### src/rtl/mem_port_arbiter.sv
// -----------------------------------------------------------------------------
// mem_port_arbiter
//
// Shares one synchronous memory port (1-cycle read latency) between the
// instruction-fetch requester and the load/store requester. One requester is
// granted at a time. Its request is captured, replayed to memory for one
// cycle, and completed with a one-cycle valid pulse.
//
// Ports
//   clock, reset          : system clock, synchronous active-high reset
//   iIfReq/iIfAddr        : fetch request (held until oIfValid) and address
//   oIfRData/oIfValid     : fetch read data and completion pulse
//   iDReq/iDWe/iDAddr     : data request, 1=store/0=load, address
//   iDWData/iDBe          : store data and byte enables
//   oDRData/oDValid       : load data and completion pulse (loads and stores)
//   oMemEn/oMemWe         : memory strobe and write enable (ISSUE only)
//   oMemAddr/oMemWData/
//   oMemBe                : captured address/data/byte enables to memory
//   iMemRData             : memory read data, valid the cycle after a read
//   oBusy                 : high while a transaction is in flight
//   oGrant                : current/last owner, 0 = fetch, 1 = data
// -----------------------------------------------------------------------------
module mem_port_arbiter #(
   parameter int ADDR_W = 32,
   parameter int DATA_W = 32
) (
   input  logic                  clock,
   input  logic                  reset,
   input  logic                  iIfReq,
   input  logic [ADDR_W-1:0]     iIfAddr,
   output logic [DATA_W-1:0]     oIfRData,
   output logic                  oIfValid,
   input  logic                  iDReq,
   input  logic                  iDWe,
   input  logic [ADDR_W-1:0]     iDAddr,
   input  logic [DATA_W-1:0]     iDWData,
   input  logic [DATA_W/8-1:0]   iDBe,
   output logic [DATA_W-1:0]     oDRData,
   output logic                  oDValid,
   output logic                  oMemEn,
   output logic                  oMemWe,
   output logic [ADDR_W-1:0]     oMemAddr,
   output logic [DATA_W-1:0]     oMemWData,
   output logic [DATA_W/8-1:0]   oMemBe,
   input  logic [DATA_W-1:0]     iMemRData,
   output logic                  oBusy,
   output logic                  oGrant
);

   localparam int BE_W = DATA_W / 8;

   typedef enum logic [1:0] {
      IDLE  = 2'd0,
      ISSUE = 2'd1,
      DONE  = 2'd2
   } state_t;

   state_t              r_state;
   state_t              w_state_nxt;

   logic                r_owner;    // 0 = fetch, 1 = data
   logic                r_last;     // owner of the last completed transaction
   logic [ADDR_W-1:0]   r_addr;
   logic                r_we;
   logic [DATA_W-1:0]   r_wdata;
   logic [BE_W-1:0]     r_be;

   logic                w_grant_vld;
   logic                w_grant_d;

   // Next-state, grant decision and outputs
   always_comb begin
      w_state_nxt = r_state;
      w_grant_vld = 1'b0;
      w_grant_d   = r_owner;
      oMemEn      = 1'b0;
      oMemWe      = 1'b0;
      oIfValid    = 1'b0;
      oDValid     = 1'b0;
      oBusy       = 1'b1;

      case (r_state)
         IDLE: begin
            oBusy = 1'b0;
            if (iIfReq && iDReq) begin
               // Tie: the requester that did not win last time gets the port.
               w_grant_vld = 1'b1;
               w_grant_d   = ~r_last;
            end else if (iIfReq) begin
               w_grant_vld = 1'b1;
               w_grant_d   = 1'b0;
            end else if (iDReq) begin
               w_grant_vld = 1'b1;
               w_grant_d   = 1'b1;
            end
            if (w_grant_vld) begin
               w_state_nxt = ISSUE;
            end
         end
         ISSUE: begin
            oMemEn      = 1'b1;
            oMemWe      = r_we;
            w_state_nxt = DONE;
         end
         DONE: begin
            // Requests are not looked at here; they are re-evaluated in IDLE.
            oIfValid    = ~r_owner;
            oDValid     = r_owner;
            w_state_nxt = IDLE;
         end
         default: begin
            w_state_nxt = IDLE;
         end
      endcase
   end

   // State register and captured request
   always_ff @(posedge clock) begin
      if (reset) begin
         r_state <= IDLE;
         r_owner <= 1'b0;
         r_last  <= 1'b1;            // fetch wins the first tie
         r_addr  <= '0;
         r_we    <= 1'b0;
         r_wdata <= '0;
         r_be    <= '0;
      end else begin
         r_state <= w_state_nxt;
         if (w_grant_vld) begin
            // Fields stay frozen until the next grant, so requester changes
            // after this edge never reach the memory port.
            r_owner <= w_grant_d;
            r_addr  <= w_grant_d ? iDAddr : iIfAddr;
            r_we    <= w_grant_d & iDWe;
            r_wdata <= w_grant_d ? iDWData : '0;
            r_be    <= w_grant_d ? iDBe : {BE_W{1'b1}};
         end
         if (r_state == DONE) begin
            r_last <= r_owner;
         end
      end
   end

   assign oMemAddr  = r_addr;
   assign oMemWData = r_wdata;
   assign oMemBe    = r_be;
   assign oGrant    = r_owner;

   // Read data is a straight pass-through; only the valid pulses qualify it.
   assign oIfRData  = iMemRData;
   assign oDRData   = iMemRData;

endmodule

### config.mk
export PLATFORM = sky130hd
export DESIGN_NAME = mem_port_arbiter
export DESIGN_NICKNAME = d
export VERILOG_FILES = /design/src/rtl/mem_port_arbiter.sv
export SDC_FILE = /design/constraint.sdc
export NUM_CORES = 1
export LEC_CHECK = 0
export CELL_PAD_IN_SITES_DETAIL_PLACEMENT = 1
export CELL_PAD_IN_SITES_GLOBAL_PLACEMENT = 1
export CORE_MARGIN = 5
export CORE_UTILIZATION = 21
export DETAILED_ROUTE_END_ITERATION = 7
export GPL_TIMING_DRIVEN = 0
export PLACE_DENSITY_LB_ADDON = 0.1
export SETUP_SLACK_MARGIN = 0.02
export SYNTH_ARGS = -nofsm -noshare
export SYNTH_HDL_FRONTEND = slang
export SYNTH_SLANG_ARGS = --single-unit
### constraint.sdc
create_clock -name clock -period 1.5 [get_ports clock]
set_input_delay 0.225 -clock clock [delete_from_list [all_inputs] [get_ports clock]]
set_output_delay 0.225 -clock clock [all_outputs]
set_load 0.1 [all_outputs]
==> results.yml <==
finish:
  fin_area_um2: 6320
  drive_gt1_share_pct: 42.9
  nNetsFinal: 684
  area_growth_pct: 90.8
  final_cells: 769
  layout_common_cells: "101 x clkdlybuf4s50_1, 73 x buf_4, 70 x dfxtp_1, 65 x dlygate4sd2_1, 59 x buf_2"
  regArea_um2: 1470
  final_util_pct: 40.3
  final_common_cell: "clkdlybuf4s50_1"
  multiInputGateArea_um2: 1430
  n_fill_cell: 1735
worst_setup_path:
  rr_startpoint: "r_state[0]$_SDFFE_PP0P_"
  path_class: "reg2reg"
  cp_slowest_stage_delay_ns: 0.38
  r2r_cells: 6
  slowest_stage: "or3b_1"
  cp_data_arrival_time_ns: 1.93
  cp-end-kind: "flop"
  r2r-end: "oMemAddr[29]$_SDFFE_PP0P_"
  rrSetupSlack_ns: -0.21
  cp.depth: 6
  critPathLaunchType: "flop"
  crit_buf_inv: 2
  path_max_fanout: 10
  critical_path.cell_chain: "or3b_1, a22oi_2, buf_6, buf_12, mux2i_2, o2bb2ai_2"
  critPathTopFamily: "simple AND/OR/NAND/NOR gates"
  worstPathRequired_ns: 1.72
yosys:
  synth-warning-count: 0
  synth_top_area_share_pct: 44.1
  synth_nets: 423
  ys_ff_latch: 73
  synth_area_um2: 3310
  synth_cells: 286
  avgSynthCellArea_um2: 11.6
  synth_top_area_cell: "dfxtp_1"
  synth.area.top_cells: "dfxtp_1 44%, buf_4 15%, o2bb2ai_2 11%"
  synth_cell_types: 25
  yosysSeqAreaShare_pct: 44.1
power:
  powerDensity_nw_per_um2: 1170
  switching_power_mw: 3.19
  pwr-share-comb_pct: 43.6
  clkPwrFrac_pct: 26.9
  p_int_mw: 4.22
  p_leak_nw: 2.86
  power_mw: 7.42
  ir_drop_mv: 0.505
  power_frac_seq_pct: 29.5
  switching_share_pct: 43.1
timing:
  rsz0062_at_grt: "yes"
  worst_pin_slew_ns: 0.967
  maxSlewHeadroom_pct: 35.8
  final_hold_viol_count: 0
  min_period_ns: 1.71
  skew_ns: 0.00294
  setup_violations: 39
  max_freq_mhz: 584
  layout_setup_ws_ns: -0.211
  fin_crit_sh_pct: 114
  slew_viol_final: 0
die:
  die_h_um: 136
  io_pins: 275
  num_rows: 46
  core_area_um2: 15700
  die_w_um: 136
  dieArea_um2: 18400
  start_util_pct: 21.1
placement:
  dpl_cell_area_um2: 6060
  hpwl_um: 9500
  gp_congestion: 0.671
  pre_cts_slack_ns: -0.742
  placed_cells: 743
  port_buffers: 241
worst_hold_path:
  worstHoldPathCells: 2
  min_from: "reset"
  hold_path.class: "in2reg"
  hold_end: "r_state[1]$_SDFFE_PP0P_"
routing:
  wl_um: 11900
  post_drt_wl_per_cell_um: 15.5
  drtIter0Drc: 70
  first_pass_iters: 3
  vias_per_cell: 4.03
  vias: 3096
  ant_nets: 0
  drc_errors: 0
global_routing:
  antenna_found_initial: 1
  grt_util_all_layers_pct: 12.4
  grt_pass1_wl_um: 17800
  grt_pass1_vias: 3367
  grt_start_max_net_pins: 12
  overflow: 0
clock_network:
  clk_latency_ns: 0.33
  clock-root-buffer: "clkbuf_16"
  clock-sinks: 73
  cts_tree: "built"
  htree_levels: 3
  cts_buffers: 9
  path_clk_slew_ns: 0.06
  cts.path.max_buffers: 2
job:
  cap_violations: 0
run_status:
  status: "finished with violations"
  violations: "setup timing"
[metal layers]
layer	GRT usage, %	share of wire (%)	vias up
met5	0	0	-
met4	3.19	0.95	0
met3	7.54	13	9
met2	20.3	47	151
met1	13.6	38	1438
li1	-	-	1498
[final cells by class]
cell class	count	share of cell area, %
clock buffers	13	4.12
repair buffers	250	34.5
inverters	3	0.297
multi-input cells	127	22.6
clock inverters	3	0.238
flip-flops and latches	73	23.3
plain buffers	83	10.6
well taps	216	4.28
diodes	1	0.0396
[worst max-delay path by stage]
stage,from,end
after floorplan,r_state[0]$_SDFFE_PP0P_,oMemAddr[22]$_SDFFE_PP0P_
after global placement,r_state[1]$_SDFFE_PP0P_,oDValid
after detailed placement,r_state[1]$_SDFFE_PP0P_,oDValid
after CTS,r_state[0]$_SDFFE_PP0P_,oMemAddr[27]$_SDFFE_PP0P_
after global routing,r_state[0]$_SDFFE_PP0P_,oMemAddr[25]$_SDFFE_PP0P_
final,r_state[0]$_SDFFE_PP0P_,oMemAddr[29]$_SDFFE_PP0P_
[metrics by stage]
step	hold slack [ns]	TNS [ns]
floorplan	0.350	-2.17
global placement	0.447	-64.82
detailed placement	0.453	-66.52
CTS	0.296	-6.80
global route	0.331	-9.58
finish	0.327	-6.00
[power groups by stage]
| stage | Sequential (mW) | Clock, mW | Combinational (mW) |
|---|---|---|---|
| 5_1_grt | 2.21 | 2.16 | 3.35 |
| 3_5_place_dp | 2.23 | 0 | 3.26 |
| 4_1_cts | 2.19 | 2.08 | 3.26 |
| 6_report | 2.19 | 1.99 | 3.24 |
| 3_3_place_gp | 2.23 | 0 | 3.25 |
| 2_1_floorplan | 3.27 | 0 | 1.34 |
[synthesized netlist by cell type (all sizes together)]
library cell	number
o2bb2ai	32
dfxtp	73
nor3	8
a22oi	1
mux2i	32
a211o	1
or2b	1
o21ai	1
nor2	11
a21boi	1
a22o	33
or3b	1
nor3b	1
and2	1
clkbuf	7
or3	1
nor2b	2
buf	76
inv	3
[kinds of logic after synthesis]
kind of cell	count (synthesis)	synth area share, %
AO/OA/AOI/OAI	69	22.9
buffers and inverters	86	19.0
flip-flops	73	44.1
multiplexers	32	9.68
AND/OR/NAND/NOR	26	4.23
[flip-flops by register name (all words and copies together) (netlist names)]
name and count:
oGrant 1, oMemAddr 32, oMemBe 4, oMemWData 32
r_last 1, r_state 2, r_we 1
[what timing repair did]
action | CTS | global route
hold buffers | 0 | 0
setup endpoints to repair | 206 | 110
setup buffers | 6 | 2
pin swaps | 6 | 1
resized for setup | 419 | 63
gates cloned | 0 | 1
Note: power is estimated with default switching activity, not from simulation.
==> variant: new RTL, same settings <==
Set the parameter `DATA_W` to 16 (it was 32).
--- a/src/rtl/mem_port_arbiter.sv
+++ b/src/rtl/mem_port_arbiter.sv
@@ -23,5 +23,5 @@
 module mem_port_arbiter #(
    parameter int ADDR_W = 32,
-   parameter int DATA_W = 32
+   parameter int DATA_W = 16
 ) (
    input  logic                  clock,
Interface: changed (7 resized); port bits go from 275 to 191. No check against the original RTL was run, so the function may have changed too.
==> variant against the unedited design <==
Wire length is 31% lower; design area fell by 26%; sequential power shrank 24%; synthesized area shrank 27%; critical path type unchanged; utilization up 0.85 points; setup slack gained 0.022 ns; combinational power decreased by 27%; largest cell class unchanged; the flow still finishes with violations (negative setup slack); sequential cell count shrank 18; power decreased by 29%.
==> variant: results (changes against the unedited design) <==
Clock Skew 0.00371 ns (was 0.00294 ns); Worst Hold End oGrant (was r_state[1]); fraction of area in multi-input gates 22.4% (was 22.6%); worst slack at placement -0.711 ns (was -0.742 ns); # port buffers 173 (was 241); CLK BUF 8 (was 13); latest clock arrival within the worst-skew pair 0.29 ns (was 0.33 ns); Nets 499 (was 684); Cells after DPL 526 (was 743); compound-cell area share of the yosys netlist 21.7% (was 22.9%); number of non-clock buffers 226 (was 333); Worst Slack Setup Final -0.189 ns (was -0.211 ns); antenna violations before repair 0 (was 1); Post-CTS Setup Bufs 4 (was 6); Setup violations, final 36 (was 39); H-tree depth 2 (was 3); outcome complete, but fails checks (unchanged); total track usage 11.6% (was 12.4%); wire per inst 15.3 um (was 15.5 um); DR iter-0 viols 40 (was 70); FF-to-FF End oMemAddr[31] (was oMemAddr[29]); failing checks negative setup slack (unchanged); maximum VDD drop 411 uV (was 505 uV); Total Wirelength 8260 um (was 11900 um); post-synthesis sequential element count 55 (was 73); Post-Syn Nets 313 (was 423); Yosys cell types 26 (was 25); Setup TNS -4.56 ns (was -6.00 ns); Slew HR 36.1% (was 35.8%); Area contributors post-synth dfxtp_1, mux2i_1, buf_4, o2bb2ai_1, o2bb2ai_2 (was dfxtp_1, buf_4, o2bb2ai_2, mux2i_1, a22o_1); Seq/Total Area, Yosys 45.5% (was 44.1%); most frequent cells after synthesis dfxtp_1, buf_4, mux2i_1, o2bb2ai_1, a22o_1 (was dfxtp_1, buf_4, a22o_1, mux2i_1, o2bb2ai_2); mux share of post-synthesis cell area 13.2% (was 9.67%); P_leak 1.97 nW (was 2.86 nW); vias in the first global route 2470 (was 3367); Fillers 1227 (was 1735)
[variant: power by group]
group	leakage (nW)	internal, W	switching, W
clock network	0.0772	0.000713	0.000516
registers	0.453	0.00159	0.0000771
logic	1.44	0.000716	0.00163
[variant: worst max path at each step]
stage | endpoint
global route | oMemAddr[30]
detailed placement | oDValid
floorplan | oMemAddr[2]
finish | oMemAddr[31]
global placement | oDValid
CTS | oMemAddr[31]
[variant: stage by stage]
step | utilization, % | instance area, um^2
2_1_floorplan | - | 2460
3_3_place_gp | 38.5 | 4380
3_5_place_dp | 38.5 | 4380
4_1_cts | 40.9 | 4650
5_1_grt | 41.2 | 4680
6_report | 41.2 | 4680
[variant: metal layers]
metal  share of wire [%]  GRT usage [%]  vias up
met1                  39           13.1     1061
met4                 1.7           3.70        0
met3                 8.8           4.43        8
met2                  50           19.9       95
li1                    -              -     1106
met5                   0              0        -
